$ cat config.mk
export PLATFORM = sky130hd
export DESIGN_NAME = secuenciador_fetch
export DESIGN_NICKNAME = d
export VERILOG_FILES = /design/src/rtl/secuenciador_fetch.sv
export SDC_FILE = /design/constraint.sdc
export NUM_CORES = 1
export LEC_CHECK = 0
export ABC_AREA = 1
export CORE_ASPECT_RATIO = 0.6
export CORE_MARGIN = 2
export CORE_UTILIZATION = 50
export CTS_CLUSTER_DIAMETER = 120
export DETAILED_ROUTE_END_ITERATION = 10
export GPL_TIMING_DRIVEN = 0
export PLACE_DENSITY = 0.94
export SLEW_MARGIN = 20
export SYNTH_ARGS = -nofsm -noshare
export SYNTH_HDL_FRONTEND = slang
export SYNTH_SLANG_ARGS = --single-unit
$ cat constraint.sdc
create_clock -name clck -period 2.03 [get_ports clck]
set_input_delay 0.203 -clock clck [delete_from_list [all_inputs] [get_ports clck]]
set_output_delay 0.203 -clock clck [all_outputs]
set_load 0.02 [all_outputs]
$ cat src/rtl/secuenciador_fetch.sv
// secuenciador_fetch: byte-wide instruction fetch sequencer feeding
// opcode/operand pairs and branch resolution to the arquitectura datapath.
module secuenciador_fetch #(
  parameter int unsigned         ANCHO_PC     = 8,
  parameter logic [ANCHO_PC-1:0] VECTOR_RESET = '0
) (
  input  logic                clck,
  input  logic                rst_n,
  input  logic                ejecutar,
  output logic [ANCHO_PC-1:0] mem_addr,
  output logic                mem_req,
  input  logic                mem_ack,
  input  logic [7:0]          mem_dato,
  input  logic                ocupado,
  input  logic                flag,
  output logic [7:0]          instruccion,
  output logic [7:0]          datos,
  output logic                emite,
  output logic [ANCHO_PC-1:0] pc
);

  typedef enum logic [1:0] {
    REPOSO,
    BUSCA_OP,
    BUSCA_DAT,
    EMITE
  } estado_e;

  estado_e             estado_q, estado_d;
  logic [ANCHO_PC-1:0] pc_q, pc_d;
  logic [7:0]          instr_q, instr_d;
  logic [7:0]          datos_q, datos_d;

  // Loads and conditional branches carry an operand byte.
  function automatic logic es_doble(input logic [7:0] op);
    return (op[7:3] == 5'b10110) || (op[7:6] == 2'b11);
  endfunction

  logic es_salto;
  assign es_salto = (instr_q[7:6] == 2'b11) && flag;

  always_ff @(posedge clck or negedge rst_n) begin
    if (!rst_n) begin
      estado_q <= REPOSO;
      pc_q     <= VECTOR_RESET;
      instr_q  <= '0;
      datos_q  <= '0;
    end else begin
      estado_q <= estado_d;
      pc_q     <= pc_d;
      instr_q  <= instr_d;
      datos_q  <= datos_d;
    end
  end

  always_comb begin
    estado_d = estado_q;
    pc_d     = pc_q;
    instr_d  = instr_q;
    datos_d  = datos_q;
    unique case (estado_q)
      REPOSO: begin
        if (ejecutar) estado_d = BUSCA_OP;
      end
      BUSCA_OP: begin
        if (mem_ack) begin
          instr_d = mem_dato;
          pc_d    = pc_q + ANCHO_PC'(1);
          if (es_doble(mem_dato)) begin
            estado_d = BUSCA_DAT;
          end else begin
            datos_d  = '0;
            estado_d = EMITE;
          end
        end
      end
      BUSCA_DAT: begin
        if (mem_ack) begin
          datos_d  = mem_dato;
          pc_d     = pc_q + ANCHO_PC'(1);
          estado_d = EMITE;
        end
      end
      EMITE: begin
        if (!ocupado) begin
          if (es_salto) pc_d = ANCHO_PC'(datos_q);
          estado_d = ejecutar ? BUSCA_OP : REPOSO;
        end
      end
    endcase
  end

  // Address comes straight from pc, so it cannot move during wait states.
  assign mem_req     = (estado_q == BUSCA_OP) || (estado_q == BUSCA_DAT);
  assign mem_addr    = pc_q;
  assign pc          = pc_q;
  assign instruccion = instr_q;
  assign datos       = datos_q;
  assign emite       = (estado_q == EMITE) && !ocupado;

endmodule

==> out/qor.log <==
[placement] IO buf count 47
[yosys] Warnings, synthesis 0
[sta] Worst slew margin 61.0%
[yosys] Cells after Synth 191
[setup_path] data arrival time of the critical path 1.73 ns
[final_layout] diodes inserted 0
[route] DR vias 1,406
[sta] post-layout min period 1.93 ns
[placement] total placed cells including tap cells 280
[yosys] Cell Area, Synth 1540 um2
[setup_path] cell breakdown of the critical path inv_1 -> ha_1 -> clkdlybuf4s50_1
[setup_path] critical path startpoint category flop
[route] post-route antenna net violation count 0
[sta] Final Max Slew Viols 0
[yosys] basic-gate share of the synthesized area counting and, or, nand and nor cells 33.6%
[route] post-detailed-route via-to-cell ratio 4.95
[yosys] post-synthesis sequential area ratio 42.3%
[sta] actual transition at the worst max-transition pin 0.585 ns
[floorplan] Vert. Die Dim 46.9 um
[route] iteration-0 DRC count of the detailed router 91
[clock_tree] total clock sinks 26
[final_layout] share of cells above drive strength 1 13.2%
[route] first-pass detailed-route iteration total 4
[route] detailed-route wire length 3680 um
[yosys] synthesized-area fraction occupied by adder cells 4.07%
[clock_tree] clock-pin slew on the worst setup and hold paths 0.09 ns
[yosys] number of nets produced by synthesis 210
[run_status] outcome finished, final reports clean
[run] MaxCap Viol Count 0
[sta] unrepaired setup endpoints after global routing no
[power] worst-case vdd ir drop 0.864 mV
[placement] gpl congestion 0.790
[floorplan] Placeable Area 2890 um2
[setup_path] WP data required 1.83 ns
[clock_tree] number of buffers added by the clock tree synthesis step 3
[final_layout] synthesis-to-layout area growth 37.2%
[grt] first-pass GRT wire length 5950 um
[setup_path] element type at the critical path end output pin
[setup_path] critical path peak fanout 4
[yosys] dominant combinational cell family by area after synthesis simple AND/OR/NAND/NOR gates
[clock_tree] clock buffer depth 2
[clock_tree] H-tree levels 1
[floorplan] Chip Width 75.6 um
[route] met3 wire length 311 um
[route] top routing layer in use met4
[power] pwr dens 1710 nW/um2
[floorplan] number of top-level pins 48
[route] length of routed met2 wiring 1690 um
[yosys] post-synthesis cell type count 23
[yosys] register bit count reported by yosys 26
[final_layout] most frequent cells in the layout sky130_fd_sc_hd__nand2_1, sky130_fd_sc_hd__clkdlybuf4s50_1, sky130_fd_sc_hd__dfrtp_1, sky130_fd_sc_hd__inv_1, sky130_fd_sc_hd__nor2_1
[yosys] cell accounting for the most synthesized area sky130_fd_sc_hd__dfrtp_1
[grt] total gr overflow 0
[clock_tree] insertion delay of the later-clocked pin in the worst-skew pair 0.27 ns
[final_layout] Post-layout nets 263
[placement] pre-CTS setup slack 0.403 ns
[sta] final hold violation count 0
[power] total leakage power 1.03 nW
[yosys] xor/xnor share of the synthesized area 0.570%
[grt] global-route usage over all layers 23.3%
[sta] achievable clock frequency 518 MHz
[yosys] compound-cell area share of the yosys netlist 4.64%
[yosys] Syn Area/Cell 8.04 um2
[route] sum of routed wire segments on met1 1670 um
[sta] final number of setup-violating endpoints 0
[yosys] top cells by area in the synthesized netlist sky130_fd_sc_hd__dfrtp_1, sky130_fd_sc_hd__nand2_1, sky130_fd_sc_hd__buf_4, sky130_fd_sc_hd__mux2_2, sky130_fd_sc_hd__ha_1
[final_layout] most common library cell in the layout ignoring fill and taps sky130_fd_sc_hd__nand2_1
[yosys] mux share of post-synthesis cell area 5.05%
[clock_tree] cell at the root of the clock tree sky130_fd_sc_hd__clkbuf_8
[grt] vias in the first global route 1,268
[floorplan] DIE AREA 3550 um2
[sta] Final WS setup 0.0983 ns
[sta] post-route setup TNS 0 ns
[setup_path] highest-delay cell along the critical path sky130_fd_sc_hd__clkdlybuf4s50_1
[route] number of DRC violations after detailed routing 0
[placement] half-perimeter wire length after placement 2850 um
[grt] pin count of the biggest net entering global routing 27
[final_layout] count of placed standard cells in the final layout, fillers left out 284
[floorplan] effective utilization at floorplan 53.2%
[floorplan] number of standard-cell rows in the floorplan 15
[setup_path] maximum cell stage delay along the critical path 0.62 ns
[worst_hold_path] classification of the worst-slack hold path input port to asynchronous set/reset pin
[route] post-DR wirelength/cell 13.0 um
[grt] number of antenna violations at the first check in global routing 0
[setup_path] worst setup path category flop to output pin
[sta] portion of the clock cycle consumed by the worst path in the final layout 95.2%
[clock_tree] clock tree from TritonCTS done
[yosys] Yosys top cell area share 42.3%
[sta] worst setup skew after layout 0.0106 ns
==> cell usage after synthesis (all sizes together) <==
library cell,number
a21oi,3
and2,1
buf,11
dfrtp,26
ha,5
inv,16
mux2,6
mux2i,1
nand2,74
nand3,13
nand3b,8
nand4,1
nor2,16
o21ai,9
xnor2,1
==> metrics by stage <==
step / hold slack, ns / total power (W) / area, um2 / utilization (%)
2_1_floorplan: -0.0926 / 0.00242 / 1540 / -
3_3_place_gp: 0.471 / 0.00323 / 2060 / 71.3
3_5_place_dp: 0.236 / 0.00333 / 2050 / 71.1
4_1_cts: 0.489 / 0.00363 / 2110 / 72.9
5_1_grt: 0.516 / 0.00389 / 2110 / 72.9
6_report: 0.460 / 0.00361 / 2110 / 72.9
==> what timing repair did <==
action / 4_1_cts / 5_1_grt
setup endpoints to repair: 0 / 1
hold buffers: 1 / 0
buffers inserted: 0 / 0
gates resized for setup: 0 / 1
endpoints found under the hold margin: 26 / 0
==> worst max-delay path: cells and delay by family, from the launching register on <==
kind,cells,cell delay [ns]
flops,1,0.40
fa+ha+maj,1,0.34
buf+inv,2,0.71
==> flip-flops by register name, summed over array words and instances, names as in the netlist <==
register     flops
datos            8
estado_q         2
instruccion      8
mem_addr         8
==> cells by family after synthesis <==
kind of cell	count (synthesis)
simple gates	113
mux	7
xor+xnor	1
buf+inv	27
compound gates	12
flops	26
fa+ha+maj	5
==> routing by layer <==
| metal | vias up | GRT usage [%] |
|---|---|---|
| met3 | 2 | 6.22 |
| met2 | 57 | 38.3 |
| li1 | 703 | - |
| met5 | - | 0 |
| met1 | 644 | 31.9 |
| met4 | 0 | 4.91 |
==> final timing paths <==
| check | startpoint | endpoint | slack [ns] | depth (start not counted) |
|---|---|---|---|---|
| worst min register to register | instruccion[3]$_DFFE_PN0P_ | instruccion[3]$_DFFE_PN0P_ | 0.50 | 2 |
| worst min-delay path | rst_n | estado_q[1]$_DFFE_PN0P_ | 0.46 | 2 |
| max in group asynchronous | rst_n | instruccion[7]$_DFFE_PN0P_ | 1.17 | 2 |
| worst max register to register | estado_q[1]$_DFFE_PN0P_ | datos[7]$_DFFE_PN0P_ | 0.44 | 7 |
| min in group clck | instruccion[3]$_DFFE_PN0P_ | instruccion[3]$_DFFE_PN0P_ | 0.50 | 2 |
| worst max-delay path | estado_q[1]$_DFFE_PN0P_ | mem_req | 0.1 | 3 |
==> cell type report <==
| type | instances | area [um2] |
|---|---|---|
| multi-input combinational | 138 | 736 |
| fill | 236 | 782 |
| sequential | 26 | 651 |
| inverter | 16 | 60.1 |
| buffer | 11 | 90.1 |
| timing repair buffer | 48 | 478 |
| tap | 42 | 52.6 |
| clock buffer | 3 | 41.3 |
==> where the power goes <==
part           switching [W]  total (W)  internal (W)  leakage, nW
registers           0.000245    0.00101      0.000764        0.331
clock network       0.000159   0.000292      0.000133       0.0216
logic                0.00124    0.00231       0.00106        0.679
Note: power is estimated with default switching activity, not from simulation.
